[src/rtl/pipe_hazard_ctrl.sv]
// rtl/pipe_hazard_ctrl.sv - pipeline hold/flush sequencing for the 5-stage core
//
// Decides every cycle whether PC, IF/ID and ID/EX advance, hold or flush.
// Handles load-use hazards, taken jumps resolved in EX and multi-cycle EX ops.
//
// Ports:
//   clk, rst_n               clock, asynchronous active-low reset
//   id_rs1_*/id_rs2_*        source operands of the instruction in ID
//   id_ex_reg_*/id_ex_is_load_i  destination info of the instruction in EX
//   ex_jump_i                taken branch/jump resolved in EX this cycle
//   ex_mc_start_i/_done_i    multi-cycle op present in EX / result valid
//   ctrl_clr_i               synchronous clear of debug counters and flag
//   ctrl_*_hold_o/_flush_o   combinational hold/flush controls
//   ctrl_state_o             FSM state (RUN=0, MC_WAIT=1)
//   ctrl_stall_cnt_o         saturating count of cycles with any hold
//   ctrl_flush_cnt_o         saturating count of cycles with any flush
//   ctrl_mc_timeout_o        sticky: an MC_WAIT ended by timer, not done

module pipe_hazard_ctrl #(
  parameter int CNT_W      = 32,
  parameter int MC_TIMEOUT = 64
) (
  input  logic             clk,
  input  logic             rst_n,
  input  logic [4:0]       id_rs1_raddr_i,
  input  logic             id_rs1_re_i,
  input  logic [4:0]       id_rs2_raddr_i,
  input  logic             id_rs2_re_i,
  input  logic [4:0]       id_ex_reg_waddr_i,
  input  logic             id_ex_reg_we_i,
  input  logic             id_ex_is_load_i,
  input  logic             ex_jump_i,
  input  logic             ex_mc_start_i,
  input  logic             ex_mc_done_i,
  input  logic             ctrl_clr_i,
  output logic             ctrl_pc_hold_o,
  output logic             ctrl_if_id_hold_o,
  output logic             ctrl_if_id_flush_o,
  output logic             ctrl_id_ex_hold_o,
  output logic             ctrl_id_ex_flush_o,
  output logic [1:0]       ctrl_state_o,
  output logic [CNT_W-1:0] ctrl_stall_cnt_o,
  output logic [CNT_W-1:0] ctrl_flush_cnt_o,
  output logic             ctrl_mc_timeout_o
);

  localparam int TMR_W = (MC_TIMEOUT > 2) ? $clog2(MC_TIMEOUT) : 1;
  localparam logic [TMR_W-1:0] TMR_LAST = TMR_W'(MC_TIMEOUT - 1);

  typedef enum logic [1:0] {
    ST_RUN     = 2'd0,
    ST_MC_WAIT = 2'd1
  } state_e;

  state_e           state_q, state_d;
  logic [TMR_W-1:0] timer_q, timer_d;
  logic [CNT_W-1:0] stall_cnt_q, stall_cnt_d;
  logic [CNT_W-1:0] flush_cnt_q, flush_cnt_d;
  logic             mc_timeout_q, mc_timeout_d;

  logic load_use;
  logic timeout_set;
  logic any_hold;
  logic any_flush;

  // The x0 guard matters: a load to x0 never produces a value to wait for.
  assign load_use = id_ex_is_load_i & id_ex_reg_we_i & (id_ex_reg_waddr_i != 5'd0) &
                    ((id_rs1_re_i & (id_rs1_raddr_i == id_ex_reg_waddr_i)) |
                     (id_rs2_re_i & (id_rs2_raddr_i == id_ex_reg_waddr_i)));

  always_comb begin
    state_d            = state_q;
    timer_d            = timer_q;
    timeout_set        = 1'b0;
    ctrl_pc_hold_o     = 1'b0;
    ctrl_if_id_hold_o  = 1'b0;
    ctrl_if_id_flush_o = 1'b0;
    ctrl_id_ex_hold_o  = 1'b0;
    ctrl_id_ex_flush_o = 1'b0;

    case (state_q)
      ST_RUN: begin
        if (ex_jump_i) begin
          // Both younger instructions are on the wrong path.
          ctrl_if_id_flush_o = 1'b1;
          ctrl_id_ex_flush_o = 1'b1;
        end else if (ex_mc_start_i && !ex_mc_done_i) begin
          ctrl_pc_hold_o    = 1'b1;
          ctrl_if_id_hold_o = 1'b1;
          ctrl_id_ex_hold_o = 1'b1;
          state_d           = ST_MC_WAIT;
          timer_d           = '0;
        end else if (ex_mc_start_i && ex_mc_done_i) begin
          // Single-cycle completion: nothing to do.
        end else if (load_use) begin
          // Freeze fetch/decode and insert one bubble into EX.
          ctrl_pc_hold_o     = 1'b1;
          ctrl_if_id_hold_o  = 1'b1;
          ctrl_id_ex_flush_o = 1'b1;
        end
      end
      ST_MC_WAIT: begin
        if (ex_mc_done_i || (timer_q == TMR_LAST)) begin
          state_d     = ST_RUN;
          timeout_set = ~ex_mc_done_i;
        end else begin
          ctrl_pc_hold_o    = 1'b1;
          ctrl_if_id_hold_o = 1'b1;
          ctrl_id_ex_hold_o = 1'b1;
          timer_d           = timer_q + TMR_W'(1);
        end
      end
      default: begin
        state_d = ST_RUN;
        timer_d = '0;
      end
    endcase
  end

  assign any_hold  = ctrl_pc_hold_o | ctrl_if_id_hold_o | ctrl_id_ex_hold_o;
  assign any_flush = ctrl_if_id_flush_o | ctrl_id_ex_flush_o;

  always_comb begin
    stall_cnt_d  = stall_cnt_q;
    flush_cnt_d  = flush_cnt_q;
    mc_timeout_d = mc_timeout_q | timeout_set;
    if (any_hold && (stall_cnt_q != {CNT_W{1'b1}})) begin
      stall_cnt_d = stall_cnt_q + CNT_W'(1);
    end
    if (any_flush && (flush_cnt_q != {CNT_W{1'b1}})) begin
      flush_cnt_d = flush_cnt_q + CNT_W'(1);
    end
    // Clear wins over any increment or flag set in the same cycle.
    if (ctrl_clr_i) begin
      stall_cnt_d  = '0;
      flush_cnt_d  = '0;
      mc_timeout_d = 1'b0;
    end
  end

  always_ff @(posedge clk or negedge rst_n) begin
    if (!rst_n) begin
      state_q      <= ST_RUN;
      timer_q      <= '0;
      stall_cnt_q  <= '0;
      flush_cnt_q  <= '0;
      mc_timeout_q <= 1'b0;
    end else begin
      state_q      <= state_d;
      timer_q      <= timer_d;
      stall_cnt_q  <= stall_cnt_d;
      flush_cnt_q  <= flush_cnt_d;
      mc_timeout_q <= mc_timeout_d;
    end
  end

  assign ctrl_state_o      = state_q;
  assign ctrl_stall_cnt_o  = stall_cnt_q;
  assign ctrl_flush_cnt_o  = flush_cnt_q;
  assign ctrl_mc_timeout_o = mc_timeout_q;

endmodule

[config.mk]
export PLATFORM = sky130hd
export DESIGN_NAME = pipe_hazard_ctrl
export DESIGN_NICKNAME = d
export VERILOG_FILES = /design/src/rtl/pipe_hazard_ctrl.sv
export SDC_FILE = /design/constraint.sdc
export NUM_CORES = 1
export LEC_CHECK = 0
export ABC_AREA = 1
export BUFFER_PORTS_ARGS = -buffer_cell sky130_fd_sc_hd__buf_4
export CAP_MARGIN = 20
export CORE_ASPECT_RATIO = 1.5
export CORE_MARGIN = 2
export CORE_UTILIZATION = 35
export DETAILED_ROUTE_END_ITERATION = 16
export GPL_ROUTABILITY_DRIVEN = 0
export SYNTH_ARGS = -nofsm -noshare
export SYNTH_HDL_FRONTEND = slang
export SYNTH_SLANG_ARGS = --single-unit
[constraint.sdc]
create_clock -name clk -period 1.6 [get_ports clk]
set_input_delay 0.08 -clock clk [delete_from_list [all_inputs] [get_ports clk]]
set_output_delay 0.08 -clock clk [all_outputs]
set_load 0.01 [all_outputs]
Yosys cells after proc, flatten, opt, wreduce, memory -nomap -nowiden --
Cells that the tools add are included.
Storage, ports and cells: flip-flop bits (word level) 73, input port bits 25
Operators by class: reduce and logical (&&, ||, !) cells 12, add/subtract/negate cells 3, eq/ne operators 10, bitwise gates (word level) 10, muxes and demuxes 29
Operators by type and width (count):
- 32-bit 2-to-1 mux | 4
- 32-bit by 1-bit adder with 32-bit output (second input constant) | 2
- 32-bit inequality test (second input constant) | 2
- 6-bit 2-to-1 mux | 3
- 1-bit 2-to-1 mux | 15
- 6-bit one-hot mux with 2 select lines | 1
- 5-bit == test | 2
- 2-bit inequality test (second input constant) | 4
- 6-bit by 1-bit adder with 6-bit output (second input constant) | 1
- 6-bit == test (second input constant) | 1
- 2-bit 2-to-1 mux | 3
- 3-bit AND reduction | 2
- 1-bit bitwise AND | 5
- 5-bit nonzero test | 1
- 1-bit logical AND | 4
- 1-bit bitwise OR | 4
- 1-bit one-hot mux with 2 select lines | 2
- 2-bit one-hot mux with 2 select lines | 1
- 2-bit nonzero test | 2
- 2-bit by 1-bit == test with 1-bit output (second input constant) | 1
- 2-bit logical NOT | 1
- 1-bit logical NOT | 1
- 1-bit logical OR | 1
- 1-bit NOT | 1

Longest topological paths before layout --
depth in word-level cells 13, mapped depth 12, depth with buffers taken out 11

Worst setup path before layout --
Ideal clock, no wire load.
kind register to register, start register stall_cnt_q[0], in the netlist ctrl_stall_cnt_o[0], end register stall_cnt_q[14], in the netlist ctrl_stall_cnt_o[14], path buffers 1, arrival 1.676 ns, cell stages (with the launch flop) 10, slack -0.194 ns, cells stage by stage dfrtp_1 > ha_1 > nand2_1 > nor2_4 > nand4_2 > nor2_2 > nand4_4 > buf_2 > nand4_1 > nand2_1
Between the ends: longest elaborated chain between the ends 3, elaborated cells on any way between the ends 6
RTL lines:
- start: declaration | line 57 | logic [CNT_W-1:0] stall_cnt_q, stall_cnt_d;
- start signal: assignment | line 151 | stall_cnt_q <= stall_cnt_d;
- 32-bit by 1-bit adder with 32-bit output or 32-bit inequality test (tied branches) | line 128, 127
- 32-bit 2-to-1 mux or 1-bit logical AND (tied branches) | line 127 | if (any_hold && (stall_cnt_q != {CNT_W{1'b1}})) begin
- 32-bit 2-to-1 mux or 2-bit nonzero test (tied branches)
Parallel ways exist; a longest one is shown, timed or not. The select of a mux whose other input is x is not followed. A chain may end at the register's enable or synchronous reset.

Worst setup path in the final report --
start register timer_q[1], end register stall_cnt_q[28], in the netlist ctrl_stall_cnt_o[28]
Between the ends: longest elaborated chain between the ends 7, elaborated cells on any way between the ends 8
RTL lines:
- start: declaration | line 56 | logic [TMR_W-1:0] timer_q, timer_d;
- start signal: assignment | line 150 | timer_q <= timer_d;
- 6-bit == test * | line 103 | if (ex_mc_done_i || (timer_q == TMR_LAST)) begin
- 1-bit logical OR * | line 103
- 1-bit 2-to-1 mux * | line 103
- 1-bit one-hot mux with 2 select lines | line 81 | case (state_q)
- 1-bit bitwise OR * | line 120 | assign any_hold = ctrl_pc_hold_o | ctrl_if_id_hold_o | ctrl_id_ex_hold_o;
- 1-bit logical AND * | line 127
- 2-bit nonzero test (no source line) *
Every way passes the cells marked *; elsewhere a longest branch is shown, timed or not.

==> flow_summary.json <==
{
  "power_mw": 4.926,
  "critPathKind": "reg -> reg",
  "htree_num_levels": 3,
  "rsz0062_at_grt": "yes",
  "wirelength_mm": 18.89,
  "n_antenna_cell": 0,
  "grt_max_degree": 43,
  "drive_above_1_share": 0.2770,
  "crit_buf_inv": 3,
  "synthesis.nets": 909,
  "vias": 6416,
  "critical_path.top_delay_family": "buffers and inverters",
  "ys_warn_count": 0,
  "endpoint_kind": "flip-flop",
  "power_density_nw_per_um2": 607.0,
  "met3WireLength_um": 654,
  "synth_area_leaders": "dfrtp_1, nand2_1, nand3_1",
  "wl_per_cell_um": 14.36,
  "netlist_area_um2": 5468,
  "die-area_um2": 16660,
  "grtUsageTotal": 0.2243,
  "crit_slowest_cell": "dfrtp_1",
  "viasPerCell": 4.879,
  "initialDrtViolationCount": 263,
  "synth-seq-area-share": 0.3295,
  "finalSetupViolCount": 45,
  "initial_core_util": 0.3531,
  "cap_violations": 0,
  "slew_headroom": 0.5948,
  "final_cell_mix": "nand2_1, buf_4, inv_1",
  "dp_hpwl_mm": 13.94,
  "slew_violations": 0,
  "clock_latency_ps": 340,
  "async_reset_ff_frac": 1.000,
  "dr_wl_met2_mm": 10.20,
  "r2r-start": "timer_q[1]",
  "top_layer": "met4",
  "cp-start-kind": "flip-flop",
  "fp.dieW_um": 106.1,
  "r2r_end": "ctrl_stall_cnt_o[28]",
  "tritoncts": "built",
  "ios": 97,
  "drcViolationCount": 0,
  "period_share": 1.075,
  "synth.distinct_cells": 29,
  "max_slew.worst_pin.slew_ps": 607.8,
  "status": "finished, violations left",
  "synth_edf_count": 0,
  "gr-total-overflow": 0,
  "ys_seq_elements": 72,
  "cts_root_buf": "clkbuf_16",
  "clkTransAtPathRegs_ps": 60,
  "final_common_cell": "nand2_1",
  "port_buffers": 95,
  "cts_buffers": 9,
  "postSynthCellCount": 881,
  "cpPeakStageDelay_ps": 360,
  "finalClockSkew_ps": 11.28,
  "final_area_um2": 8115,
  "rrSetupSlack_ps": -120,
  "period_minus_slack_ps": 1720,
  "fin_ws_ps": -119.8,
  "syn_area_per_cell_um2": 6.206,
  "r2r.worst_path.cells": 10,
  "final-hold-violation-count": 0,
  "p_leak_nw": 4.481,
  "violations": "setup timing",
  "crit_start": "timer_q[1]",
  "final_nets": 1135,
  "die_h_um": 157.1,
  "cp_max_fo": 13,
  "hp-class": "in -> reg",
  "cts_buffer_depth": 2,
  "area_growth_pct": 48.42,
  "ir_drop_v": 0.0004426,
  "endpoint": "ctrl_stall_cnt_o[28]",
  "cts_sinks": 72,
  "wl_met1_mm": 7.102,
  "synth_top_cell_area_share": 0.3295,
  "grt_pass1_wl_mm": 29.35,
  "grt_pass1_vias": 6073,
  "arrival_ps": 1950,
  "antenna_found_initial": 0,
  "core_um2": 15480,
  "place_area_um2": 7416,
  "dr.pass1.iters": 5,
  "required_ps": 1830,
  "max_freq_mhz": 581.5,
  "fp-row-count": 56,
  "crit_cells": 10,
  "crit_chain": "ha_2, nand3_4, o21ai_4, nand2_2, inv_2, nand2_4, buf_4, bufbuf_16, nand4_1, nand2_1",
  "ys.flop_type": "dfrtp_1",
  "synth_top_cell_by_area": "dfrtp_1",
  "tns_ps": -3502,
  "postRouteAntennaNets": 0,
  "holdWs_ps": 73.05
}
## kinds of logic after synthesis
logic type	synth area share
compound gates	0.009613
flops	0.3295
simple gates	0.4856
xor+xnor	0.04645
buf+inv	0.1194
mux	0.001831
fa+ha+maj	0.006866
other cells	0.0006858
## state kept, by name, summed over array words and instances, names as in the netlist
signal and flops:
ctrl_mc_timeout_o 1, timer_q 6, ctrl_state_o 1, ctrl_stall_cnt_o 32, ctrl_flush_cnt_o 32
## metrics by stage
stage / setup slack [ps] / instances / util
after global routing: -229.3 / 1315 / 0.5241
after floorplan: -59.40 / 881 / -
after global placement: -141.4 / 1279 / 0.4789
final: -119.8 / 1315 / 0.5241
after detailed placement: -142.6 / 1279 / 0.4789
after CTS: -127.0 / 1309 / 0.5145
## power by group
| group | internal, mW | switching (mW) | leakage (nW) |
|---|---|---|---|
| sequential | 1.84 | 0.0213 | 0.997 |
| clock | 1.53 | 0.857 | 0.162 |
| combinational | 0.317 | 0.359 | 3.32 |
## worst reg2reg max path, delay by kind of cell, from the launching register on
family / cells / cell delay (ps)
AND/OR/NAND/NOR: 5 / 360
AO/OA/AOI/OAI: 1 / 160
adder cells (fa/ha/maj): 1 / 210
buffers and inverters: 3 / 520
flip-flops: 1 / 360
## cells in the mapped netlist, types with 3 or more instances
library cell	number
a21oi_1	4
nand4_1	66
xor2_1	12
buf_2	12
nor3_1	3
dfrtp_1	72
ha_1	3
buf_6	6
xnor2_1	17
inv_1	121
nand3_1	102
nand2_2	3
nand2_1	307
clkbuf_1	14
nor2_1	121
## repair_timing
item | CTS | global route
gates resized for setup | 19 | 19
buffers inserted | 11 | 4
cloned | 1 | 2
endpoints found under the hold margin | 39 | 0
pin swaps | 9 | 9
setup endpoints to repair | 42 | 70
hold buffers | 2 | 0
## metal layers
layer | GRT usage | vias up
met1 | 0.2321 | 2948
met2 | 0.4338 | 172
li1 | - | 3232
met4 | 0.1178 | 0
met5 | 0 | -
met3 | 0.02981 | 64
## final cells by class
type	count	area [µm²]
Fill cell	1538	7370
Sequential cell	72	1805
Multi-Input combinational cell	653	3159
Tap cell	203	254.0
Timing Repair Buffer	249	2093
Clock buffer	9	225.2
Clock inverter	7	118.9
Inverter	122	459.2
## worst min path at each step
stage / cells past startpoint / endpoint / startpoint / slack [ps]
global route: 4 / ctrl_mc_timeout_o / ex_mc_done_i / 80
detailed placement: 1 / ctrl_flush_cnt_o[25] / rst_n / 140
CTS: 4 / timer_q[4] / ex_mc_done_i / 50
floorplan: 0 / ctrl_flush_cnt_o[0] / rst_n / -220
global placement: 1 / ctrl_flush_cnt_o[25] / rst_n / 140
finish: 4 / ctrl_mc_timeout_o / ex_mc_done_i / 70
No activity file was read; power rests on OpenSTA's default activity.
